===== src/rtl/bcd_counter_00_99_ctrl.sv =====
// bcd_counter_00_99_ctrl: debounced push-button BCD 00-99 up/down counter stepped by tick_in.
// Define SAT_STOP_EN to saturate at the range ends and pause instead of wrapping.
module bcd_counter_00_99_ctrl #(
   parameter int DEB_CYCLES = 200000,
   parameter int CNT_W = 18
) (
   input  logic       clk,
   input  logic       rst,
   input  logic       tick_in,
   input  logic       btn_up,
   input  logic       btn_down,
   input  logic       btn_pause,
   input  logic       btn_clr,
   output logic [3:0] tens,
   output logic [3:0] units,
   output logic [1:0] mode,
   output logic       wrap
);
   typedef enum logic [1:0] {PAUSE = 2'b00, UP = 2'b01, DOWN = 2'b10} state_t;
   state_t state, state_nx, dir, dir_nx;
   logic [3:0] btn_s1, btn_s2, deb, deb_q, press;
   logic [CNT_W-1:0] cnt [4];
   logic [3:0] tens_nx, units_nx;
   logic wrap_nx;
   // button index: 0 up, 1 down, 2 pause, 3 clr
   always_ff @(posedge clk or negedge rst) begin
      if (!rst) begin
         btn_s1 <= '0;
         btn_s2 <= '0;
         deb <= '0;
         deb_q <= '0;
         for (int k = 0; k < 4; k++) cnt[k] <= '0;
      end else begin
         btn_s1 <= {btn_clr, btn_pause, btn_down, btn_up};
         btn_s2 <= btn_s1;
         deb_q <= deb;
         for (int k = 0; k < 4; k++) begin
            if (btn_s2[k] == deb[k]) cnt[k] <= '0;
            else if (cnt[k] == CNT_W'(DEB_CYCLES - 1)) begin
               deb[k] <= btn_s2[k];
               cnt[k] <= '0;
            end else cnt[k] <= cnt[k] + CNT_W'(1);
         end
      end
   end
   assign press = deb & ~deb_q;
   assign mode = state;
   always_ff @(posedge clk or negedge rst) begin
      if (!rst) begin
         state <= UP;
         dir <= UP;
         tens <= 4'd0;
         units <= 4'd0;
         wrap <= 1'b0;
      end else begin
         state <= state_nx;
         dir <= dir_nx;
         tens <= tens_nx;
         units <= units_nx;
         wrap <= wrap_nx;
      end
   end
   // the step uses the registered state; same-cycle events are layered on top, clear overriding the step
   always_comb begin
      state_nx = state;
      dir_nx = dir;
      tens_nx = tens;
      units_nx = units;
      wrap_nx = 1'b0;
      if (tick_in && !press[3] && state == UP) begin
         if (tens == 4'd9 && units == 4'd9) begin
            wrap_nx = 1'b1;
`ifdef SAT_STOP_EN
            state_nx = PAUSE;
            dir_nx = UP;
`else
            tens_nx = 4'd0;
            units_nx = 4'd0;
`endif
         end else begin
            units_nx = (units == 4'd9) ? 4'd0 : units + 4'd1;
            tens_nx = (units == 4'd9) ? tens + 4'd1 : tens;
         end
      end
      if (tick_in && !press[3] && state == DOWN) begin
         if (tens == 4'd0 && units == 4'd0) begin
            wrap_nx = 1'b1;
`ifdef SAT_STOP_EN
            state_nx = PAUSE;
            dir_nx = DOWN;
`else
            tens_nx = 4'd9;
            units_nx = 4'd9;
`endif
         end else begin
            units_nx = (units == 4'd0) ? 4'd9 : units - 4'd1;
            tens_nx = (units == 4'd0) ? tens - 4'd1 : tens;
         end
      end
      if (press[3]) begin
         tens_nx = 4'd0;
         units_nx = 4'd0;
      end
      if (press[2]) begin
         state_nx = (state == PAUSE) ? dir : PAUSE;
         dir_nx = (state == PAUSE) ? dir : state;
      end else if (press[0]) begin
         state_nx = UP;
         dir_nx = UP;
      end else if (press[1]) begin
         state_nx = DOWN;
         dir_nx = DOWN;
      end
   end
endmodule


===== config.mk =====
export PLATFORM = sky130hd
export DESIGN_NAME = bcd_counter_00_99_ctrl
export DESIGN_NICKNAME = d
export VERILOG_FILES = /design/src/rtl/bcd_counter_00_99_ctrl.sv
export SDC_FILE = /design/constraint.sdc
export NUM_CORES = 1
export LEC_CHECK = 0
export ABC_CLOCK_PERIOD_IN_PS = 5920
export BUFFER_PORTS_ARGS = -buffer_cell sky130_fd_sc_hd__clkbuf_2
export CAP_MARGIN = 40
export CORE_ASPECT_RATIO = 2
export CORE_MARGIN = 1.5
export CORE_UTILIZATION = 55
export CTS_CLUSTER_SIZE = 8
export DETAILED_ROUTE_END_ITERATION = 12
export GPL_ROUTABILITY_DRIVEN = 0
export PLACE_DENSITY_LB_ADDON = 0.15
export SYNTH_ARGS = -nofsm -noshare
export SYNTH_HDL_FRONTEND = slang
export SYNTH_SLANG_ARGS = --single-unit

===== constraint.sdc =====
create_clock -name clk -period 5.92 [get_ports clk]
set_input_delay 1.184 -clock clk [delete_from_list [all_inputs] [get_ports clk]]
set_output_delay 1.184 -clock clk [all_outputs]
set_load 0.01 [all_outputs]

# Word-level counts from Yosys, hierarchy flattened
# Index checks and enable logic that the tools add are counted.
[totals]
out_inout_bits = 11
inputBits = 7
regBits = 101
[op_classes]
eq_ne = 14
add_sub_neg = 8
reduce_logical = 18
bitwise = 6
mux = 32
[op_table]
columns = ["op", "n"]
rows = [
  ["18-bit two-way mux", 8],
  ["18-bit by 1-bit adder with 18-bit output (second input constant)", 4],
  ["18-bit == test (second input constant)", 4],
  ["4-bit two-way mux", 14],
  ["2-bit two-way mux", 6],
  ["2-bit AND reduction", 5],
  ["4-bit by 1-bit adder with 4-bit output (second input constant)", 2],
  ["4-bit == test (second input constant)", 2],
  ["4-bit logical NOT", 2],
  ["4-bit by 1-bit subtractor with 4-bit output (second input constant)", 2],
  ["3-bit nonzero test", 2],
  ["1-bit logical AND", 5],
  ["4-bit bitwise AND", 1],
  ["1-bit == test", 4],
  ["1-bit two-way mux", 4],
  ["4-bit by 2-bit != test with 1-bit output (second input constant)", 1],
  ["1-bit NOT", 4],
  ["4-bit NOT", 1],
  ["4-bit nonzero test", 1],
  ["3-bit AND reduction", 1],
  ["2-bit by 1-bit == test with 1-bit output (second input constant)", 1],
  ["2-bit == test (second input constant)", 1],
  ["2-bit logical NOT", 1],
  ["2-bit != test (second input constant)", 1],
  ["1-bit logical NOT", 1],
]

# Depth between registers and ports, before layout
# Gate-level depths: netlist (run 1).
[depth]
depth_word = 8
ltp_mapped = 9
depth_no_buf = 7

# Least setup slack after synthesis (run 1)
# No wires, ideal clock.
[synth_timing]
kind = "in2reg"
start = "in tick_in"
end = "reg tens[2]"
setup_ns = 0.121
slack_ns = 3.526
n_path_buf = 1
t_arrival_ns = 2.273
path_stages = 6
path_cell_list = "and3b_1 -> buf_6 -> nand2_4 -> mux2_1 -> and2b_2 -> a22o_1"
[synth_between]
elab_chain_len = 4
[synth_rtl]
columns = ["element", "line_no", "text"]
rows = [
  ["start, declared", "9", "input logic tick_in,"],
  ["1-bit logical AND *", "70, 85", ""],
  ["1-bit logical AND (on tied branches)", "85, 70", ""],
  ["4-bit by 2-bit != test with 1-bit output (no line), or another cell as far along", "n/a", ""],
  ["3-bit AND reduction (no line) or 4-bit two-way mux (tied branches)", "n/a", ""],
  ["end signal, assigned", "58", "tens <= tens_nx;"],
  ["end, declared", "14", "output logic [3:0] tens,"],
]
# Mark *: on every way between the ends. The rest lies on a longest branch, timed or not.
# A chain may end at the register's enable or synchronous reset.

# Worst setup path in the final report (run 1)
# Ends and elaborated chain as after synthesis.

==> metrics.txt, run 1 <==
Fmax=roughly 430 MHz; first-pass GRT wire length=about 16,000 um; Port Buffers=17; Rows=between 40 and 50; vias after detailed routing=roughly 3,500; number of antenna cells inserted=0; Sink Count=between 100 and 150; combinational fraction of design power=0.027; initial antenna violation count=0; Num CTS Buffers=9; worst setup path endpoint=tens[2]; clock latency on the worst-skew pair=between 0.3 and 0.4 ns; synth warn=0; CORE AREA=8890 um^2; vias per cell=about 5.6; most frequent cells in the layout=dfrtp_1, nor2_1, xor2_1, nand3_1, nand2_1; I/O pins=18; number of max-cap violations=0; Max VDD drop=0.193 mV; Req. time, crit path=approximately 6 ns; placed cells=600; Nets=527; Net Sw Power=just under 300 uW; die height=approximately 140 um; Hold Crit Class=reg2reg; Synth area leader=dfrtp_1; critical path's largest stage delay=around 0.37 ns; vias in the first global route=3,599; Leakage=between 2 and 3 nW; Die ar.=slightly below 10,000 um^2; Synth Flop Type=dfrtp_1; post_cts resized=0; CTS root buf=clkbuf_16; Area contributors post-synth=dfrtp_1, xor2_1, nor2_1; worst r2r src=units[0]; final setup vio count=0; non-filler instance count after layout=roughly 620; Power Total=1.38 mW; total internal power=~1.1 mW; Post-synth EDFFs=0; most common library cell in the layout ignoring fill and taps=dfrtp_1; Util after Layout=0.612; per-cell routed wire length=roughly 15 um; CP Launch Type=input port; ys async rst share=1.00; global route overflow=0; Post-Syn Nets=just over 500; clk slew on worst S/H paths=about 0.060 ns; total track usage=0.207; antenna-violating nets left=0; cells along the critical path=clkbuf_2 -> and3b_1 -> nand2_4 -> mux2_1 -> and2b_2 -> a22o_1; #FFs+latches synth=just over 100; CP Capture Type=register; Mapped Area=around 5000 um^2; Slew Viols, Final=0; Die Wd=a little over 70 um; Post-Route WL=between 9000 and 10,000 um; layout cells sized above 1=0.0973; worst reg2reg setup slack=roughly 3.7 ns; drt drc=0; Slew HR=0.533; worst r2r path cells=7; Tmin final=around 2.3 ns; RSZ-0062 raised after global routing=false; sum of negative setup slack=0 ns; Place WS=about 3.2 ns; Post-CTS Setup Inserts=0; Flop pwr share=0.513; Starting DRT DRC Count=around 150; Finished Cell Area=5440 um^2; Cell variety after synth=55; CTS tree=done; largest net degree at the start of global routing=between 50 and 60; post-synth top area share=0.496; htree depth=3; Final Hold Vio Count=0; status=finished, final reports clean; CP startpoint=tick_in; Hold Slack=roughly 0.35 ns; WS Path Type=in2reg; CP max-delay cell=and3b_1; Worst Tran Pin Value=0.700 ns; Hold Buf Count CTS=0; placed cell area=slightly above 5000 um^2; CP arrival=roughly 2.6 ns; power share of the clock group=0.460; Final Cycle Share=0.394; initial core utilization=0.562; area grow syn2layout=8.92%; Worst Skew=0.0103 ns; First-pass DRT Iterations=4; PD cells=about 250 nW/um^2; Max FO, Critical Path=10; reg2reg end=tens[2]; switch share=0.210; Clock Path Buffers=2; Post-Synthesis Cells=a little under 500; post-synthesis sequential area ratio=0.507; worst setup margin=between 3 and 4 ns; dpl hpwl=6400 um; syn_area_per_cell=approximately 10 um^2
## final cells by class
class | instances | area (um^2)
fill | 735 | 3450
sequential | 101 | 2530
multi-input combinational | 366 | 2310
clock buffer | 10 | 239
tap | 102 | 128
timing repair buffer | 18 | 95.1
clock inverter | 6 | 86.3
inverter | 13 | 48.8
## power by group through the flow
stage / clock network (mW) / logic (mW) / registers, mW
3_5_place_dp: 0 / 0.0384 / 0.721
4_1_cts: 0.649 / 0.0388 / 0.708
3_3_place_gp: 0 / 0.0377 / 0.721
6_report: 0.634 / 0.0369 / 0.708
5_1_grt: 0.675 / 0.0438 / 0.709
2_1_floorplan: 0 / 0.0205 / 0.719
## flip-flops by register name (all words and copies together), names as in the netlist
register,count
cnt,72
dir,2
mode,2
btn_s2,4
deb,4
tens,4
deb_q,4
units,4
wrap,1
btn_s1,4
## cell families (layout without fill, tap and decap cells)
family | count (synthesis) | count (layout) | synth area share
AO/OA/AOI/OAI | 33 | 33 | 0.0471
XOR/XNOR | 69 | 69 | 0.121
adder cells (fa/ha/maj) | 11 | 11 | 0.0276
buffers and inverters | 29 | 47 | 0.0303
flip-flops | 101 | 101 | 0.507
multiplexers | 8 | 8 | 0.0173
AND/OR/NAND/NOR | 245 | 245 | 0.250
## critical path, delay by kind of cell
kind / cells / cell delay (ns)
compound gates: 1 / 0.17
simple gates: 3 / 0.73
buf+inv: 1 / 0.12
mux: 1 / 0.36
## Yosys cell counts, drive strengths merged, types with 6 or more instances
cell type / count
nand3: 37
o21ai: 11
buf: 13
xor2: 45
inv: 13
and4: 6
nor2: 91
nor3: 14
and3: 12
dfrtp: 99
xnor2: 24
ha: 11
nand4: 12
nand2: 34
## metal layers
metal | wire length, um | GRT usage
met4 | 277 | 0.109
met3 | 180 | 0.0322
met5 | 0 | 0
met2 | 5010 | 0.375
met1 | 3680 | 0.231
## worst min-delay path by stage
stage | start | slack [ns] | cells past startpoint | endpoint
floorplan | btn_s1[0] | 0.33 | 0 | btn_s2[0]
global placement | btn_s1[0] | 0.33 | 0 | btn_s2[0]
detailed placement | btn_s1[2] | 0.34 | 0 | btn_s2[2]
CTS | btn_s1[2] | 0.35 | 0 | btn_s2[2]
global route | btn_s1[2] | 0.37 | 0 | btn_s2[2]
finish | btn_s1[2] | 0.35 | 0 | btn_s2[2]
No activity file was read; power rests on OpenSTA's default activity.
==> run 2: changes to the inputs <==
- ABC_CLOCK_PERIOD_IN_PS: 5920 -> 2120
- clock period: 5.92 -> 2.12 ns (I/O delays scaled with it)
==> metrics.txt, run 2 (synthesized netlist as in run 1, its figures left out) <==
Fmax=approximately 500 MHz; dpl hpwl=6350 um; Sink Count=101; Clock Path Buffers=2; Final Hold Vio Count=0; worst reg2reg setup slack=0.13 ns; Multi-input gate area=2310 um^2; CP arrival=2.22 ns; Finished Cell Area=~5600 um^2; htree depth=3; RSZ-0062 raised after global routing=false; Slew Viols, Final=0; worst setup path endpoint=tens[2]; Tmin final=~2.0 ns; Req. time, crit path=approximately 2.4 ns; I/O pins=18; Leakage=between 2 and 3 nW; largest net degree at the start of global routing=102; Flop pwr share=0.512; CP Launch Type=register; CORE AREA=around 9000 um^2; most common library cell in the layout ignoring fill and taps=dfrtp_1; total internal power=between 3 and 4 mW; Slew HR=0.625; worst r2r src=units[1]; Hold Crit Class=in2async; initial antenna violation count=0; CTS tree=done; WS Path Type=reg2reg; max FFs per register=72; Num CTS Buffers=9; number of antenna cells inserted=0; CP startpoint=units[1]; Worst Skew=~0.0090 ns; area grow syn2layout=11.8%; Rows=between 40 and 50; vias after detailed routing=roughly 3,600; Die ar.=slightly below 10,000 um^2; Port Buffers=17; delay-heaviest family, CP=simple AND/OR/NAND/NOR gates; first-pass GRT wire length=15,900 um; combinational fraction of design power=0.031; switch share=0.214; CTS root buf=clkbuf_16; placed cells=612; CP Capture Type=register; antenna-violating nets left=0; vias per cell=~5.7; worst r2r path cells=7; critical path's largest stage delay=around 0.42 ns; vias in the first global route=about 3,600; Post-Route WL=roughly 9200 um; Starting DRT DRC Count=between 150 and 200; most frequent cells in the layout=dfrtp_1, nor2_1, xor2_1, nand3_1, nand2_1; Nets=539; power share of the clock group=0.457; Largest Register=cnt; sequential standard cell area=about 2500 um^2; Buffers & Inverters on Critical Path=1; initial core utilization=0.562; global route overflow=0; die height=approximately 140 um; status=finished, final reports clean; layout cells sized above 1=0.120; final setup vio count=0; clock latency on the worst-skew pair=approximately 0.34 ns; total track usage=0.206; CP Depth=7; Max VDD drop=~0.54 mV; clk slew on worst S/H paths=0.07 ns; Net Sw Power=roughly 830 uW; CP max-delay cell=or3b_4; Worst Tran Pin Value=roughly 0.56 ns; Max FO, Critical Path=4; cells along the critical path=inv_1 -> ha_2 -> or3b_4 -> nor4b_4 -> a2bb2oi_2 -> o21bai_1 -> a22o_1; Fillers=around 740; sum of negative setup slack=0 ns; Final Cycle Share=0.938; number of max-cap violations=0; placed cell area=about 5300 um^2; per-cell routed wire length=roughly 15 um; drt drc=0; Die Wd=70.4 um; non-filler instance count after layout=around 630; reg2reg end=tens[2]; First-pass DRT Iterations=4; PD cells=roughly 700 nW/um^2
==> run 2: final cells by class <==
type	count	area share
clock buffer	9	0.0404
timing repair buffer	30	0.0422
inverter	13	0.00875
clock inverter	7	0.0177
multi-input combinational	366	0.415
sequential	101	0.453
tap	102	0.0229
==> run 2: worst min-delay path by stage <==
| stage | start | to | slack (ns) | cells past startpoint |
|---|---|---|---|---|
| 2_1_floorplan | rst | btn_s1[0] | 0.13 | 0 |
| 3_3_place_gp | btn_s1[0] | btn_s2[0] | 0.33 | 0 |
| 3_5_place_dp | btn_s1[1] | btn_s2[1] | 0.34 | 0 |
| 4_1_cts | rst | cnt[40] | 0.16 | 2 |
| 5_1_grt | rst | tens[3] | 0.18 | 2 |
| 6_report | rst | cnt[53] | 0.10 | 2 |
==> run 2: what timing repair did <==
item	in CTS	in global routing
endpoints found under the setup margin	0	2
setup buffers	0	0
resized for setup	0	1
hold buffers	0	0
==> run 2: worst reg2reg max path, stage by stage (launching register included) <==
cell and delay (ns):
dfrtp_1 0.38, inv_1 0.11, ha_2 0.21, or3b_4 0.42
nor4b_4 0.27, a2bb2oi_2 0.19, o21bai_1 0.09, a22o_1 0.22
==> run 2: power groups by stage <==
| stage | clock network, mW | logic (mW) | registers, mW |
|---|---|---|---|
| after detailed placement | 0 | 0.126 | 2.01 |
| after floorplan | 0 | 0.0573 | 2.01 |
| after global placement | 0 | 0.123 | 2.01 |
| after CTS | 1.81 | 0.127 | 1.98 |
| after global routing | 1.87 | 0.142 | 1.98 |
| final | 1.76 | 0.121 | 1.98 |
==> run 2: per-layer routing <==
metal / part of all wire / up-vias / GRT usage / wire length [um]
li1: - / 1730 / - / -
met1: 0.39 / 1768 / 0.222 / 3600
met2: 0.56 / 53 / 0.387 / 5180
met3: 0.020 / 24 / 0.0315 / 187
met4: 0.030 / 0 / 0.0962 / 274
met5: 0 / - / 0 / 0
==> run 2: through the flow <==
stage	power, mW	utilization	setup slack (ns)	hold WS [ns]
after floorplan	2.07	-	0.0590	0.128
after global placement	2.14	0.591	0.191	0.333
after detailed placement	2.14	0.591	0.114	0.337
after CTS	3.91	0.627	0.0992	0.157
after global routing	3.99	0.628	0.00382	0.178
final	3.86	0.628	0.132	0.101
==> run 3: changes to the inputs <==
- CORE_ASPECT_RATIO: 2 -> not set
- PLACE_DENSITY_LB_ADDON: 0.15 -> 0.08
==> metrics.txt, run 3 (synthesized netlist as in run 1, its figures left out) <==
status=finished, final reports clean; Die ar.=a little under 10,000 um^2; Max VDD drop=between 0.4 and 0.5 mV; placed cell area=5250 um^2; Worst Tran Pin Value=about 0.47 ns; drt drc=0; layout cells sized above 1=0.121; Slew Viols, Final=0; total track usage=0.199; RSZ-0062 raised after global routing=false; Req. time, crit path=between 2 and 2.5 ns; Final Cycle Share=0.939; I/O pins=18; Clock Path Buffers=2; max FFs per register=72; Fmax=slightly above 500 MHz; CP Capture Type=register; CP max-delay cell=or3b_4; area grow syn2layout=9.85%; Starting DRT DRC Count=~130; vias in the first global route=3,491; Hold Crit Class=in2reg; Fillers=750; Multi-input gate area=between 2000 and 2500 um^2; Max FO, Critical Path=4; antenna-violating nets left=0; Post-CTS Setup Inserts=0; reg2reg end=tens[2]; clock latency on the worst-skew pair=approximately 0.36 ns; Rows=34; global route overflow=0; number of antenna cells inserted=0; worst r2r path cells=7; sequential standard cell area=roughly 2500 um^2; CP arrival=~2.2 ns; Slew HR=0.686; most common library cell in the layout ignoring fill and taps=dfrtp_1; dpl hpwl=just over 6000 um; Finished Cell Area=approximately 5500 um^2; die height=around 98 um; CTS root buf=clkbuf_8; number of max-cap violations=0; vias after detailed routing=~3,400; Power Total=approximately 3.4 mW; worst reg2reg setup slack=between 0.1 and 0.15 ns; vias per cell=between 5 and 6; Leakage=2.54 nW; final setup vio count=0; worst r2r src=units[1]; Largest Register=cnt; First-pass DRT Iterations=4; Die Wd=a little under 100 um; hold path start=btn_up; Sink Count=between 100 and 150; sum of negative setup slack=0 ns; CORE AREA=roughly 8800 um^2; CP Launch Type=register; initial antenna violation count=0; Final Hold Vio Count=0; Post-Route WL=roughly 8500 um; delay-heaviest family, CP=simple AND/OR/NAND/NOR gates; Num CTS Buffers=9; clk slew on worst S/H paths=about 0.10 ns; Worst Skew=0.0126 ns; per-cell routed wire length=approximately 13 um; WS Path Type=reg2reg; Buffers & Inverters on Critical Path=1; most frequent cells in the layout=dfrtp_1, nor2_1, xor2_1, nand3_1, nand2_1; critical path's largest stage delay=around 0.4 ns; PD cells=627 nW/um^2; Port Buffers=17; CTS tree=done; Hold EP=btn_s1[0]; htree depth=3; Worst Hold Depth=1; cells along the critical path=inv_1 -> ha_2 -> or3b_4 -> nor4b_4 -> a2bb2oi_2 -> o21bai_1 -> a22o_1; first-pass GRT wire length=roughly 16,000 um; largest net degree at the start of global routing=45; Nets=approximately 540; initial core utilization=0.570; Tmin final=approximately 2 ns
## run 3: cell count changes in the layout (fill, tap and decap cells not counted), sizes merged
| cell | change |
|---|---|
| clkinv | -1 |
| buf | +2 |
| clkinvlp | -1 |
| inv | +1 |
| dlygate4sd3 | +1 |
| clkbuf | +1 |
## run 3: timing repair
action | CTS | global route
hold buffers | 1 | 0
endpoints found under the setup margin | 0 | 2
hold endpoints to repair | 6 | 0
resized for setup | 0 | 1
## run 3: worst max path at each step
| stage | from | end | slack, ns | depth (start not counted) |
|---|---|---|---|---|
| finish | units[1] | tens[2] | 0.13 | 7 |
| global route | units[1] | tens[2] | 0.03 | 7 |
| CTS | units[1] | tens[2] | 0.09 | 7 |
| detailed placement | units[1] | tens[2] | 0.1 | 7 |
| global placement | units[1] | tens[2] | 0.18 | 7 |
| floorplan | units[0] | tens[2] | 0.06 | 7 |
## run 3: cell type report
type / instances / area share
clock inverters: 6 / 0.0171
inverters: 13 / 0.00890
repair buffers: 33 / 0.0429
flip-flops and latches: 101 / 0.461
clock buffers: 10 / 0.0233
well taps: 108 / 0.0246
multi-input cells: 366 / 0.422
## run 3: per-stage QoR
| step | hold slack [ns] | cells | setup WS [ns] | util |
|---|---|---|---|---|
| finish | 0.164 | 637 | 0.130 | 0.626 |
| global route | 0.134 | 637 | 0.0291 | 0.626 |
| CTS | 0.143 | 637 | 0.0864 | 0.626 |
| detailed placement | 0.335 | 620 | 0.0989 | 0.599 |
| global placement | 0.335 | 620 | 0.179 | 0.599 |
| floorplan | 0.128 | 496 | 0.0590 | - |
## run 3: worst register-to-register path: stages (launching register included)
cell and delay (ns):
dfrtp_1 0.40, inv_1 0.10, ha_2 0.20, or3b_4 0.41, nor4b_4 0.28, a2bb2oi_2 0.18
o21bai_1 0.10, a22o_1 0.23
## run 3: power by group
| part | internal, mW | switching [mW] | total, mW |
|---|---|---|---|
| clock network | 0.679 | 0.665 | 1.34 |
| registers | 1.95 | 0.0245 | 1.98 |
| logic | 0.0407 | 0.0800 | 0.121 |
| total | 2.67 | 0.769 | 3.44 |
## run 3: metal layers
metal,up-vias,track usage,share of wire
met1,1655,0.260,0.47
met2,38,0.342,0.49
li1,1737,-,-
met3,6,0.0501,0.030
met4,0,0.0368,0.0076
met5,-,0,0
